`config.mk`:
```
export PLATFORM = sky130hd
export DESIGN_NAME = program_counter
export DESIGN_NICKNAME = d
export VERILOG_FILES = /design/src/rtl/program_counter.sv
export SDC_FILE = /design/constraint.sdc
export NUM_CORES = 1
export LEC_CHECK = 0
export CORE_ASPECT_RATIO = 0.5
export CORE_MARGIN = 1
export CORE_UTILIZATION = 45
export DETAILED_ROUTE_END_ITERATION = 10
export PLACE_DENSITY = 0.68
export SKIP_CTS_REPAIR_TIMING = 1
export SLEW_MARGIN = 10
export SYNTH_ARGS = -nofsm -noshare
export SYNTH_HDL_FRONTEND = slang
export SYNTH_SLANG_ARGS = --single-unit
```
`constraint.sdc`:
```
create_clock -name clk -period 11.55 [get_ports clk]
set_clock_uncertainty 0.05 [all_clocks]
set_input_delay 1.7325 -clock clk [delete_from_list [all_inputs] [get_ports clk]]
set_output_delay 1.7325 -clock clk [all_outputs]
set_load 0.01 [all_outputs]
```
`src/rtl/program_counter.sv`:
```
// program_counter: fetch-address generator with next-PC select, stall/halt/resume,
// alignment/range trapping and a saturating retired-instruction counter.
module program_counter #(
  parameter logic [31:0] RESET_ADDR = 32'h0000_0000,
  parameter logic [31:0] TRAP_ADDR  = 32'h0000_0FF0,
  parameter int unsigned MEM_BYTES  = 4096
) (
  input  logic        clk,
  input  logic        rst,
  input  logic        PCstall,
  input  logic        PCbrTaken,
  input  logic        PCjal,
  input  logic        PCjalr,
  input  logic [31:0] PCimm,
  input  logic [31:0] PCrs1,
  input  logic        PChalt,
  input  logic        PCresume,
  output logic [31:0] PCaddress,
  output logic [31:0] PCplus4,
  output logic [1:0]  PCstate,
  output logic [1:0]  PCcause,
  output logic [31:0] PCepc,
  output logic [31:0] PCcount
);
  localparam logic [31:0] MEM_LIM = 32'(MEM_BYTES);
  typedef enum logic [1:0] {RUN = 2'b00, HALT = 2'b01, TRAP = 2'b10} state_e;
  state_e      state_q, state_d;
  logic [31:0] pc_q, pc_d, epc_q, epc_d, count_q, count_d, tgt, resume_pc;
  logic [1:0]  cause_q, cause_d, tcause;
  always_comb begin
    tgt       = PCjalr ? ((PCrs1 + PCimm) & ~32'h1) : (PCjal || PCbrTaken) ? pc_q + PCimm : pc_q + 32'd4;
    tcause    = (tgt[1:0] != 2'b00) ? 2'b01 : (tgt >= MEM_LIM) ? 2'b10 : 2'b00;
    resume_pc = epc_q + 32'd4;
  end
  always_ff @(posedge clk or posedge rst) begin
    if (rst) begin
      state_q <= RUN;
      pc_q    <= RESET_ADDR;
      cause_q <= 2'b00;
      epc_q   <= 32'd0;
      count_q <= 32'd0;
    end else begin
      state_q <= state_d;
      pc_q    <= pc_d;
      cause_q <= cause_d;
      epc_q   <= epc_d;
      count_q <= count_d;
    end
  end
  always_comb begin
    state_d = state_q;
    pc_d    = pc_q;
    cause_d = cause_q;
    epc_d   = epc_q;
    count_d = count_q;
    if (state_q == RUN) begin
      if (PChalt) state_d = HALT;
      else if (!PCstall) begin
        if (tcause != 2'b00) begin
          state_d = TRAP;
          epc_d   = pc_q;
          cause_d = tcause;
          pc_d    = TRAP_ADDR;
        end else begin
          pc_d    = tgt;
          count_d = count_q + {31'd0, ~&count_q};
        end
      end
    end else if (PCresume) begin
      // a resume whose return address would fall off memory re-traps in place
      if (state_q == HALT) state_d = RUN;
      else if (resume_pc >= MEM_LIM) cause_d = 2'b10;
      else begin
        state_d = RUN;
        pc_d    = resume_pc;
        cause_d = 2'b00;
      end
    end
  end
  always_comb begin
    PCaddress = pc_q;
    PCplus4   = pc_q + 32'd4;
    PCstate   = state_q;
    PCcause   = cause_q;
    PCepc     = epc_q;
    PCcount   = count_q;
  end
endmodule

```
---- Word-level counts from Yosys, hierarchy flattened ----
Index checks and enable logic that the tools add are counted.
storage, ports and cells
  register bits ........................... 100
  bits in latches ......................... 0
  bits in writable memories ............... 0
  bits in read-only memories .............. 0
  input port bits ......................... 72
  output and inout port bits .............. 132
  memories kept ........................... 0
cells by class
  add/subtract/negate cells ............... 5
  multipliers ............................. 0
  div/mod/pow operators ................... 0
  magnitude comparators ................... 2
  equal/unequal tests ..................... 9
  shifts and indexed selects .............. 0
  mux-type cells .......................... 25
  bitwise logic cells ..................... 3
  reductions and logical operators ........ 12
operators with widths
  cell                                                                                    count
  32-bit 2-to-1 mux                                                                       9
  32-bit by 3-bit adder with 32-bit output (second input constant)                        2
  32-bit adder                                                                            2
  32-bit by 13-bit greater-or-equal comparator with 1-bit output (second input constant)  2
  32-bit by 1-bit adder with 32-bit output                                                1
  2-bit 2-to-1 mux                                                                        16
  32-bit AND reduction                                                                    1
  4-bit AND reduction                                                                     3
  5-bit AND reduction                                                                     2
  2-bit inequality test (second input constant)                                           4
  3-bit inequality test (second input constant)                                           2
  2-bit nonzero test                                                                      3
  3-bit by 2-bit inequality test with 1-bit output (second input constant)                1
  1-bit NOT                                                                               3
  2-bit by 1-bit == test with 1-bit output (second input constant)                        1
  2-bit logical NOT                                                                       1
  2-bit by 1-bit inequality test with 1-bit output (second input constant)                1
  1-bit logical NOT                                                                       1
  1-bit logical OR                                                                        1

---- Depth between registers and ports, before layout ----
  depth after elaboration ................. 11
  mapped depth ............................ 18
  mapped depth without buffers ............ 17

---- Least setup slack after synthesis ----
Ideal clock, no wire load.
  path kind ............................... input-to-reg
  from .................................... input port PCimm[15]
  to ...................................... register epc_q[28] (netlist: PCepc[28])
  setup time .............................. 125 ps
  arrival time ............................ 5208 ps
  data required time ...................... 11375 ps
  setup slack ............................. 6167 ps
  cell stages on the path ................. 15
  buffers on the path ..................... 2
  cell sequence ........................... ha_1 -> clkbuf_1 -> nand4_1 -> or2_2 -> or3_1 -> o211a_1 -> nor4bb_1 -> a211oi_1 -> xor2_1 -> a32oi_1 -> a2111oi_4 -> nand3_2 -> nand2_2 -> buf_4 -> mux2_2
between the ends
  longest elaborated chain between the ends .. 8
RTL lines
  what                                                                line  RTL
  start, declared                                                     14    input logic [31:0] PCimm,
  32-bit adder                                                        31    tgt = PCjalr ? ((PCrs1 + PCimm) & ~32'h1) : (PCjal || PCbrTaken) ? pc_q + PCimm : pc_q + 32'd4;
  32-bit 2-to-1 mux                                                   31
  32-bit 2-to-1 mux (*)                                               31
  32-bit by 13-bit greater-or-equal comparator with 1-bit output (*)  32    tcause = (tgt[1:0] != 2'b00) ? 2'b01 : (tgt >= MEM_LIM) ? 2'b10 : 2'b00;
  2-bit 2-to-1 mux (*) (2 in series)                                  32
  2-bit nonzero test (*)                                              59    if (tcause != 2'b00) begin
  4-bit AND reduction (no source line) (*)                            n/a
  end signal, assigned                                                46    epc_q <= epc_d;
  end, declared                                                       28    logic [31:0] pc_q, pc_d, epc_q, epc_d, count_q, count_d, tgt, resume_pc;
Every way passes the cells marked *; elsewhere a longest branch is shown, timed or not.
A chain may end at the register's enable or synchronous reset.

---- Worst setup path in the final report ----
  from .................................... input port PCimm[0]
  to ...................................... register epc_q[28] (netlist: PCepc[28])
between the ends
  longest elaborated chain between the ends .. 8
RTL lines
  what                                                            line
  32-bit adder                                                    31
  32-bit 2-to-1 mux                                               31
  32-bit 2-to-1 mux (*)                                           31
  32-bit by 13-bit greater-or-equal comparator with 1-bit output  32
  2-bit 2-to-1 mux                                                32
  2-bit 2-to-1 mux (*)                                            32
  2-bit nonzero test (*)                                          59
  4-bit AND reduction (no source line) (*)                        n/a
Marked as above.

==> impl_metrics.py <==
metrics = {
    "clock_tree": {
        "clockRootBuffer": "sky130_fd_sc_hd__clkbuf_16",
        "cts_tree": "yes",
        "tritoncts.num_buffers": 9,
        "cts-root-to-sink-buffers": 2,
        "cts_num_sinks": 100,
        "cts.clk_slew.worst_paths_ns": 0.07,
        "htree_levels": 3,
        "insertion_delay_ns": 0.34,
    },
    "synth": {
        "syn-num-nets": 1274,
        "synth.area.mux_share": 0.0468,
        "ys.flop_type": "sky130_fd_sc_hd__dfrtp_1",
        "synth_xor_xnor_area_share": 0.108,
        "synth_edf_count": 0,
        "ys_ff_latch": 100,
        "synthesis.yosys.warnings": 0,
        "post_synth_and_or_nand_nor_area_fraction": 0.251,
        "synth_sequential_area_ratio": 0.263,
        "ys_async_rst_share": 1.00,
        "ys_types": 90,
        "avgSynthCellArea_sq_um": 8.40,
        "synth_top_family_by_area": "simple AND/OR/NAND/NOR gates",
        "synthCells": 1134,
        "synth-adder-area-share": 0.0909,
        "synth_compound_gate_area_share": 0.208,
        "syn_area_sq_um": 9520,
    },
    "pwr": {
        "maximum_vdd_ir_drop_mv": 0.0808,
        "total_leakage_power_uw": 0.00499,
        "cellPowerDensity_nw_per_um2": 124,
        "post-layout-total-power_uw": 1500,
    },
    "drt": {
        "drt_iter0_markers": 955,
        "drtAntennaViolNets": 0,
        "vias": 9779,
        "avgViaCountPerCell": 6.19,
        "routed_wl_mm": 33.9,
        "post_drt_wl_per_cell_um": 21.5,
        "drt_drc_violations_left": 0,
        "detail_route.first_pass.iterations": 5,
    },
    "timing": {
        "rsz0062_at_grt": "false",
        "timing.final.setup_violations": 0,
        "worstMarginPinSlew_ns": 1.02,
        "worst_slack_ns": 4.78,
        "final_max_slew_viol_count": 0,
        "slew-limit-headroom": 0.315,
        "max_freq_mhz": 148,
        "setup_tns_ns": 0,
        "hold_violations": 0,
        "finalCriticalPeriod_ns": 6.77,
        "final_period_utilization": 0.586,
    },
    "critical_path": {
        "critical_path_arrival_ns": 6.95,
        "cpPeakStageDelay_ns": 0.79,
        "timing.critical_path.cells": "clkdlybuf4s50_1 > ha_1 > inv_1 > fa_1 > nor2b_1 > o2111ai_1 > a21bo_2 > a41o_1 > a211oi_1 > a311oi_1 > mux2i_1 > a32oi_1 > a2111oi_4 > nand3_2 > nand2_2 > mux2_2",
        "worstReg2RegEnd": "PCepc[28]",
        "timing.reg2reg.worst_path_depth": 15,
        "maximum_fanout_count_along_the_critical_path": 33,
        "critical_path.endpoint_type": "flop",
        "path_class": "input port to flop",
        "r2r_setup_slack_ns": 6.05,
        "worst_path_max_delay_cell": "sky130_fd_sc_hd__a2111oi_4",
        "rr_startpoint": "PCaddress[0]",
        "worst_ep_required_time_ns": 11.73,
        "cp-start-kind": "input port",
    },
    "grt": {
        "grt-ovfl-total": 0,
        "first_pass_grt_wire_length_mm": 52.8,
        "track_usage": 0.308,
        "grt_antenna_before_repair": 0,
        "first_global_vias": 9212,
        "grt_max_degree": 62,
    },
    "place": {
        "dp.cells": 1565,
        "numPortBuffers": 203,
        "dp_slack_ns": 4.52,
        "place.detailed.hpwl_mm": 26.8,
        "globalplace.congestion": 1.01,
        "dpl-instance-area_sq_um": 11700,
    },
    "worst_hold_path": {
        "worstHoldPathCells": 1,
        "hp-start": "PCcount[31]",
        "min_path_type": "flop to flop",
        "whs_endpoint": "PCcount[31]",
    },
    "status": {
        "status": "finished clean",
    },
    "die": {
        "floorplan.core_area_sq_um": 20600,
        "floorplan_die_height_um": 105,
        "floorplan.die_area_sq_um": 21800,
        "top_level_ports": 204,
        "fp-row-count": 37,
        "die-width_um": 208,
        "effective_utilization_at_floorplan": 0.461,
    },
    "finish": {
        "layout_common_cells": "203 x sky130_fd_sc_hd__clkdlybuf4s50_1, 106 x sky130_fd_sc_hd__nand2_1, 100 x sky130_fd_sc_hd__dfrtp_1",
        "fin_nets": 1443,
        "finish.cell_count_without_fillers": 1580,
        "diodes": 0,
        "layout-drive-gt1-share": 0.0627,
        "final_design_instance_area_without_fill_sq_um": 12000,
        "layout_commonest_cell": "sky130_fd_sc_hd__clkdlybuf4s50_1",
        "syn_to_final_growth_pct": 26.2,
    },
    "flow_run": {
        "cap_viol_max_count": 0,
    },
}
## sequential cells by signal, summed over array words and instances, names as in the netlist
register and cells:
PCcount 32, PCaddress 32, PCstate 2, PCepc 32
PCcause 2
## layer usage
metal / track usage / up-vias / part of all wire
met5: 0 / - / 0
met3: 0.0481 / 27 / 0.087
met2: 0.456 / 399 / 0.42
met1: 0.471 / 4794 / 0.48
li1: - / 4559 / -
met4: 0.0561 / 0 / 0.010
## per-stage QoR
stage          hold slack, ns   util
2_1_floorplan           0.465      -
3_3_place_gp            0.428  0.567
3_5_place_dp            0.433  0.567
4_1_cts                 0.447  0.582
5_1_grt                 0.471  0.582
6_report                0.448  0.582
## worst max path at each step
stage	from	end	slack, ns	depth (start not counted)
CTS	PCimm[0]	PCepc[28]	4.85	16
global placement	PCimm[14]	PCepc[30]	4.55	14
global route	PCimm[0]	PCepc[16]	4.52	16
finish	PCimm[0]	PCepc[28]	4.78	16
floorplan	PCimm[15]	PCepc[28]	6.17	15
detailed placement	PCimm[0]	PCepc[28]	4.52	16
## synthesized netlist by cell type (12+ instances only)
master / number / area share
sky130_fd_sc_hd__or3_1: 12 / 0.0079
sky130_fd_sc_hd__nand2_1: 106 / 0.042
sky130_fd_sc_hd__nand3_1: 52 / 0.027
sky130_fd_sc_hd__and3_1: 19 / 0.012
sky130_fd_sc_hd__a21oi_1: 94 / 0.049
sky130_fd_sc_hd__ha_1: 66 / 0.087
sky130_fd_sc_hd__xor2_1: 62 / 0.057
sky130_fd_sc_hd__o21a_1: 13 / 0.010
sky130_fd_sc_hd__o21ai_0: 58 / 0.030
sky130_fd_sc_hd__a211oi_1: 16 / 0.013
sky130_fd_sc_hd__a21o_1: 20 / 0.016
sky130_fd_sc_hd__and2_1: 31 / 0.020
sky130_fd_sc_hd__dfrtp_1: 100 / 0.26
sky130_fd_sc_hd__xnor2_1: 55 / 0.051
sky130_fd_sc_hd__nand4_1: 36 / 0.024
sky130_fd_sc_hd__mux2_1: 23 / 0.027
sky130_fd_sc_hd__mux2_2: 13 / 0.015
sky130_fd_sc_hd__nor3_2: 17 / 0.018
sky130_fd_sc_hd__nor3_1: 29 / 0.015
sky130_fd_sc_hd__nor2_1: 72 / 0.028
sky130_fd_sc_hd__clkbuf_1: 34 / 0.013
sky130_fd_sc_hd__inv_1: 23 / 0.0091
## cell families after synthesis
group,count (synthesis)
xor+xnor,117
fa+ha+maj,68
buf+inv,73
mux,40
compound gates,300
simple gates,436
flops,100
## report_power, final
| group | switching [uW] | leakage [uW] | internal [uW] |
|---|---|---|---|
| Clock | 129 | 0.000155 | 185 |
| Sequential | 93.0 | 0.00131 | 388 |
| Combinational | 385 | 0.00353 | 316 |
## area by class of cell
class | instances | area [sq um]
Clock buffer | 12 | 267
Fill cell | 1892 | 8630
Inverter | 23 | 88.8
Sequential cell | 100 | 2500
Clock inverter | 3 | 43.8
Timing Repair Buffer | 208 | 2070
Tap cell | 273 | 342
Multi-Input combinational cell | 961 | 6700
## worst max-delay path, delay by kind of cell
kind                       cells  cell delay, ns
buffers and inverters          2            0.56
adders and majority gates      2            0.59
and+or+nand+nor                3            1.06
muxes                          2            0.61
AOI/OAI and AO/OA              7            2.38
Note: power is estimated with default switching activity, not from simulation.
